==> src/rtl/div_pkg.sv <==
// div_pkg: state encoding and widths shared by restoring_divider and its bench.
package div_pkg;
   typedef enum logic [2:0] {IDLE, LOAD, ITER, FIXUP, DONE} div_state_t;
   localparam int DIV_WIDTH = 8;
   localparam int DIV_CNT_W = $clog2(DIV_WIDTH);
endpackage

==> src/rtl/div_trial_sub.sv <==
// div_trial_sub: WIDTH+1-bit trial subtraction; o_borrow is the difference MSB.
module div_trial_sub #(
   parameter int WIDTH = 8
) (
   input  logic [WIDTH:0]   i_a,
   input  logic [WIDTH:0]   i_b,
   output logic [WIDTH-1:0] o_diff,
   output logic             o_borrow
);
   assign {o_borrow, o_diff} = i_a - i_b;
endmodule

==> src/rtl/restoring_divider.sv <==
// restoring_divider: sequential restoring divider, one iteration per clock.
// SIGNED_DIV_EN selects two's-complement operands with an extra FIXUP cycle.
module restoring_divider
   import div_pkg::*;
#(
   parameter int WIDTH = DIV_WIDTH
) (
   input  logic             Clk,
   input  logic             Reset_n,
   input  logic             Start,
   input  logic             Clr,
   input  logic [WIDTH-1:0] Dividend,
   input  logic [WIDTH-1:0] Divisor,
   output logic [WIDTH-1:0] Quotient,
   output logic [WIDTH-1:0] Remainder,
   output logic             Busy,
   output logic             Done,
   output logic             Div_By_Zero
);
   localparam int CW = $clog2(WIDTH);

   div_state_t       r_state;
   logic             r_start_q;
   logic [CW-1:0]    r_cnt;
   logic [WIDTH-1:0] r_r, r_q, r_d;
   logic [WIDTH-1:0] r_quot, r_rem;
   logic             r_dbz;
   logic [WIDTH-1:0] w_diff, w_r_nx, w_q_nx, w_dvd_mag, w_dvs_mag;
   logic             w_borrow, w_last;

`ifdef SIGNED_DIV_EN
   logic             r_neg_q, r_neg_r;
   assign w_dvd_mag = Dividend[WIDTH-1] ? ~Dividend + 1'b1 : Dividend;
   assign w_dvs_mag = Divisor[WIDTH-1] ? ~Divisor + 1'b1 : Divisor;
`else
   assign w_dvd_mag = Dividend;
   assign w_dvs_mag = Divisor;
`endif

   div_trial_sub #(.WIDTH(WIDTH)) u_sub (
      .i_a      ({r_r, r_q[WIDTH-1]}),
      .i_b      ({1'b0, r_d}),
      .o_diff   (w_diff),
      .o_borrow (w_borrow)
   );

   // A borrow means the trial failed: restore by keeping the shifted remainder.
   assign w_r_nx = w_borrow ? {r_r[WIDTH-2:0], r_q[WIDTH-1]} : w_diff;
   assign w_q_nx = {r_q[WIDTH-2:0], ~w_borrow};
   assign w_last = r_cnt == CW'(WIDTH - 1);

   always_ff @(posedge Clk or negedge Reset_n)
      if (!Reset_n) begin
         r_state   <= IDLE;
         r_start_q <= 1'b0;
         r_cnt     <= '0;
         r_r       <= '0;
         r_q       <= '0;
         r_d       <= '0;
         r_quot    <= '0;
         r_rem     <= '0;
         r_dbz     <= 1'b0;
`ifdef SIGNED_DIV_EN
         r_neg_q   <= 1'b0;
         r_neg_r   <= 1'b0;
`endif
      end else begin
         r_start_q <= Start;
         case (r_state)
            IDLE: begin
               if (Start && !r_start_q) r_state <= LOAD;
               if (Clr) begin
                  r_quot <= '0;
                  r_rem  <= '0;
                  r_dbz  <= 1'b0;
               end
            end
            LOAD: begin
               r_d   <= w_dvs_mag;
               r_r   <= '0;
               r_q   <= w_dvd_mag;
               r_cnt <= '0;
`ifdef SIGNED_DIV_EN
               r_neg_q <= Dividend[WIDTH-1] ^ Divisor[WIDTH-1];
               r_neg_r <= Dividend[WIDTH-1];
`endif
               if (Divisor == '0) begin
                  r_quot  <= '1;
                  r_rem   <= Dividend;
                  r_dbz   <= 1'b1;
                  r_state <= DONE;
               end else
                  r_state <= ITER;
            end
            ITER: begin
               r_r   <= w_r_nx;
               r_q   <= w_q_nx;
               r_cnt <= r_cnt + 1'b1;
               if (w_last) begin
`ifdef SIGNED_DIV_EN
                  r_state <= FIXUP;
`else
                  r_quot  <= w_q_nx;
                  r_rem   <= w_r_nx;
                  r_dbz   <= 1'b0;
                  r_state <= DONE;
`endif
               end
            end
`ifdef SIGNED_DIV_EN
            FIXUP: begin
               r_quot  <= r_neg_q ? ~r_q + 1'b1 : r_q;
               r_rem   <= r_neg_r ? ~r_r + 1'b1 : r_r;
               r_dbz   <= 1'b0;
               r_state <= DONE;
            end
`endif
            DONE: if (!Start) r_state <= IDLE;
            default: r_state <= IDLE;
         endcase
      end

   assign Quotient    = r_quot;
   assign Remainder   = r_rem;
   assign Div_By_Zero = r_dbz;
   assign Done        = r_state == DONE;
   assign Busy        = r_state == LOAD || r_state == ITER || r_state == FIXUP;
endmodule

==> config.mk <==
export PLATFORM = sky130hd
export DESIGN_NAME = restoring_divider
export DESIGN_NICKNAME = d
export VERILOG_FILES = /design/src/rtl/div_pkg.sv /design/src/rtl/div_trial_sub.sv /design/src/rtl/restoring_divider.sv
export SDC_FILE = /design/constraint.sdc
export NUM_CORES = 1
export LEC_CHECK = 0
export ABC_AREA = 1
export BUFFER_PORTS_ARGS = -buffer_cell sky130_fd_sc_hd__buf_2
export CAP_MARGIN = 20
export CORE_MARGIN = 2
export CORE_UTILIZATION = 50
export DETAILED_ROUTE_END_ITERATION = 7
export PLACE_DENSITY = 0.79
export SLEW_MARGIN = 0
export SYNTH_ARGS = -nofsm -noshare
export SYNTH_HDL_FRONTEND = slang
export SYNTH_SLANG_ARGS = --single-unit
==> constraint.sdc <==
create_clock -name Clk -period 4.25 [get_ports Clk]
set_clock_uncertainty 0.05 [all_clocks]
set_input_delay 0 -clock Clk [delete_from_list [all_inputs] [get_ports Clk]]
set_output_delay 0 -clock Clk [all_outputs]
set_load 0.1 [all_outputs]
* Word level (Yosys, flattened, before mapping) *
Index checks and enable logic that the tools add are counted.

operators by class
  add/sub/neg operators = 2
  multipliers = 0
  div/mod/pow operators = 0
  magnitude comparators = 0
  equality and inequality tests = 10
  shift-type cells = 0
  multiplexer cells = 20
  bitwise gates (word level) = 1
  reduce and logical (&&, ||, !) cells = 10

operators with widths
  operator             number
  $mux 8               6
  $pmux 8 s3           2
  $pmux 8 s2           2
  $mux 3               4
  $pmux 3 s4           1
  $ne 2x2->1 const B   5
  $sub 9x8->9          1
  $logic_not 8->1      1
  $eq 3x2->1 const B   2
  $eq 3x3->1 const B   2
  $pmux 3 s2           1
  $reduce_and 4->1     1
  $add 3x1->3 const B  1
  $eq 3x1->1 const B   1
  $logic_not 3->1      1
  $mux 1               3
  $pmux 1 s3           1
  $reduce_and 3->1     1
  $reduce_bool 3->1    1
  $logic_or 1x1->1     2
  $reduce_bool 2->1    1
  $logic_and 1x1->1    1
  $logic_not 1->1      1
  $not 1->1            1

storage, ports and cells
  register bits after elaboration = 48
  bits in latches = 0
  bits in writable memories = 0
  memory bits (read-only) = 0
  word-level logic and storage cells = 52
  memories = 0

* Logic depth before layout (Yosys ltp) *
  depth in word-level cells = 4
  mapped depth = 15

* By module *
A second synthesis with hierarchy kept.

unflattened totals
  cells, all modules = 359
  area total of the unflattened synthesis = 2,655.0 µm²

modules (own cells, without submodules)
  module             times used  cells an instance  area each (µm²)  sequential area each (µm²)
  restoring_divider  1           275                2,210.9          1,201.2
  div_trial_sub      1           84                 444.2            0.0

* Worst setup path before layout *
Ideal clock, no wire load.

  path kind = register to register
  start point = register r_state[0]
  end point = register r_state[0]
  library setup time = 0.126 ns
  data arrival time = 2.923 ns
  slack = 1.151 ns
  stages on the path, launching flop included = 5
  buffers on the path = 0
  clock period less this slack = 3.099 ns
  cells stage by stage = dfrtp_1 -> nor3_1 -> nand2_1 -> nand2_1 -> nor4b_1

on the way
  word-level cells in the longest chain between the ends = 3

ends and longest elaborated chain
  what                        RTL line                 RTL
  from (decl)                 restoring_divider.sv:22  div_state_t r_state;
  from (signal assigned)      restoring_divider.sv:54  r_state <= IDLE;
  from (signal assigned)      restoring_divider.sv:71  if (Start && !r_start_q) r_state <= LOAD;
  from (signal assigned)      restoring_divider.sv:91  r_state <= DONE;
  $eq 3x3->1 *                --
  net Done                    restoring_divider.sv:17  output logic Done,
  $ne 2x2->1 (no line)        --
  $reduce_and 3->1 (no line)  --

The timed path passes the listed nets; every way through them passes the cells marked *.
A chain may end at the register's enable or synchronous reset.

* Worst setup path in the final report *
  start point = register r_d[0]
  end point = register r_rem[7] (netlist: Remainder[7])

on the way
  word-level cells in the longest chain between the ends = 4

ends and longest elaborated chain
  what                    RTL line                  RTL
  from (decl)             restoring_divider.sv:25   logic [WIDTH-1:0] r_r, r_q, r_d;
  from (signal assigned)  restoring_divider.sv:79   r_d <= w_dvs_mag;
  $sub 9x8->9             div_trial_sub.sv:10       assign {o_borrow, o_diff} = i_a - i_b;
  $mux 8                  restoring_divider.sv:48   assign w_r_nx = w_borrow ? {r_r[WIDTH-2:0], r_q[WIDTH-1]} : w_diff;
  $mux 8                  restoring_divider.sv:99   if (w_last) begin
  $pmux 8 s3              restoring_divider.sv:69   case (r_state)
  to (signal assigned)    restoring_divider.sv:89   r_rem <= Dividend;
  to (signal assigned)    restoring_divider.sv:104  r_rem <= w_r_nx;
  to (decl)               restoring_divider.sv:26   logic [WIDTH-1:0] r_quot, r_rem;

Every way passes these cells. The select of a mux whose other input is x is not followed.

==> results.toml <==
[run_status]
outcome = "finished clean"

[clocking]
cts_resized = 0
postCtsSetupRepairBufs = 0
cts_made_buffers = 5
clockBufferDepth = 2
cts_tree = "done"
cts.sinks = 48
clk_pin_slew_ns = 0.10
worstSkewPairLatency_ns = 0.30
clockRootBuffer = "clkbuf_8"
h-tree-depth = 2

[timing]
setup_viol = 0
relSlewSlack_pct = 51.8
fin_crit_sh_pct = 58.0
worst_pin_slew_ns = 0.721
slew_violations = 0
hold_violations = 0
grt_setup_unrepaired = "no"
setup-tns-final_ns = 0
fmax_mhz = 405
period_needed_ns = 2.47

[yosys]
syn_inst = 310
yosys.area_share.simple_pct = 26.1
syn_nets = 341
yosysUniqueCellTypes = 33
ys_top_cells_by_count = "73 x nand2_1, 48 x dfrtp_1, 46 x inv_1"
synth_area_leader_cell = "dfrtp_1"
synth_top_family_by_area = "simple AND/OR/NAND/NOR gates"
ys_async_sr_fraction_pct = 100
ys_ff_latch = 48
synthTopCellsByArea = "dfrtp_1 47%, nand2_1 11%, inv_1 6.8%"
synth_fa_ha_area_share_pct = 5.71
synth_top_cell_area_share_pct = 47.2
seq_area_frac_synth_pct = 47.2
synth_xor_area_share_pct = 1.03
synth_compound_area_share_pct = 10.9
synth.area.mux_share_pct = 0
synth_area_um2 = 2540
synth.avg_cell_area_um2 = 8.20
synth_edf_count = 0
synth_flop_cell = "dfrtp_1"
yosysMostFrequentCell = "nand2_1"
ys.warnings.count = 0

[die]
die_height_um = 75.3
io_pins = 39
die_w_um = 75.3
row_count = 25
die_area_um2 = 5670
core_um2 = 4820
start_util_pct = 52.8

[global_routing]
grt_pass1_vias = 2078
grt_max_degree = 49
grt_use_total_pct = 21.7
grt.overflow.total = 0
antenna_found_initial = 0
grt_pass1_wl_mm = 9.27

[routing]
vias = 2179
wl_mm = 5.49
ant_nets = 0
drc = 0
drt_iter0_markers = 171
via_per_inst = 5.07
wl_per_cell_um = 12.8
drt_first_pass_iters = 4

[min_path]
min_path_type = "in -> reg"

[placed_design]
gp_congestion = 0.830
io_buffers = 38
hpwl_mm = 3.90

[worst_setup_path]
crit_required_ns = 4.40
endpoint_kind = "flop"
worstPathMaxFanout = 8
worstSetupStartpointType = "flop"
crit_type = "reg -> reg"
crit_arrival_ns = 2.62

[final_layout]
post_route_cells_drive_above_1_share_pct = 18.2
fin_nets = 393
fin_util_pct = 63.0
num_antenna_cells = 0
area_delta_synth_final_pct = 19.4

[flow_run]
maxCapViolations = 0
-- critical path: stages, from the launching register on --
cell and delay, ns:
dfrtp_1 0.40, ha_1 0.21, fa_1 0.41, inv_1 0.07, nand2_1 0.04, nand2_1 0.12
nand3_1 0.13, nand2_1 0.12, nand2_1 0.18, nand2_1 0.27, nand3_1 0.12, nand2_1 0.10
nand2_1 0.06, nand2_1 0.05, nand2_1 0.05
-- kinds of logic (layout without fill, tap and decap cells) --
logic type	Yosys count	count (layout)
and+or+nand+nor	148	148
buffers and inverters	56	109
DFF	48	48
AOI/OAI and AO/OA	44	44
adders and majority gates	11	11
xor gates and xnor gates	3	3
-- cell usage in the layout, fill, tap and decap left out, types with 2 or more instances in the layout --
| master | synthesis | final |
|---|---|---|
| nand2_1 | 73 | 73 |
| dfrtp_1 | 48 | 48 |
| inv_1 | 46 | 46 |
| buf_2 | 0 | 38 |
| nor2_1 | 34 | 34 |
| nand3_1 | 23 | 23 |
| o21ai_0 | 17 | 17 |
| dlygate4sd3_1 | 0 | 12 |
| ha_1 | 10 | 10 |
| a21oi_1 | 9 | 9 |
| a21oi_2 | 9 | 9 |
| nand3b_1 | 8 | 8 |
| clkbuf_8 | 0 | 5 |
| o21ai_1 | 4 | 4 |
| inv_2 | 3 | 3 |
| a22o_1 | 2 | 2 |
| nand4_1 | 2 | 2 |
| xor2_1 | 2 | 2 |
| clkinv_4 | 0 | 2 |
-- flip-flops by register name, indices dropped and copies added, names as in the netlist --
signal / cells
r_q: 8
Quotient: 8
r_start_q: 1
Div_By_Zero: 1
Remainder: 8
r_r: 8
r_d: 8
r_cnt: 3
r_state: 3
-- path summary, 6_finish.rpt --
kind / end / cells after the start / from / slack [ns]
hold reg to reg: r_state[0] / 1 / r_start_q / 0.36
min in group asynchronous: r_state[0] / 2 / Reset_n / 0.03
setup / recovery: Remainder[7] / 14 / r_d[0] / 1.78
hold / removal: r_q[4] / 4 / Dividend[4] / 0.007
setup reg to reg: Remainder[7] / 14 / r_d[0] / 1.78
max in group asynchronous: r_r[2] / 3 / Reset_n / 3.65
-- stage by stage --
step | instance area [um^2] | cells | hold WS (ns) | setup slack (ns)
3_5_place_dp | 2780 | 409 | 0.0851 | 1.81
5_1_grt | 3040 | 430 | 0.0152 | 1.52
4_1_cts | 3020 | 429 | 0.00476 | 1.80
2_1_floorplan | 2540 | 310 | -0.346 | 1.15
6_report | 3040 | 430 | 0.00666 | 1.78
3_3_place_gp | 2780 | 409 | 0.0873 | 1.88
-- area by class of cell --
cell class	count	area [um^2]
repair buffers	51	330
fillers	439	1780
clock inverters	3	47.5
multi-input cells	206	1110
flip-flops and latches	48	1200
inverters	50	190
clock buffers	5	68.8
well taps	67	83.8
-- repair_timing --
item	4_1_cts	5_1_grt
endpoints found under the setup margin	0	0
hold buffers	12	0
endpoints found under the hold margin	63	0
-- layer usage --
layer / part of all wire (%) / GRT usage [%]
met5: 0 / 0
met4: 0.69 / 4.68
met3: 5.2 / 4.63
met2: 49 / 37.0
met1: 45 / 28.8
Power is not shown: default switching activity piles up to over one toggle a cycle in this logic, so the estimate is an artifact.
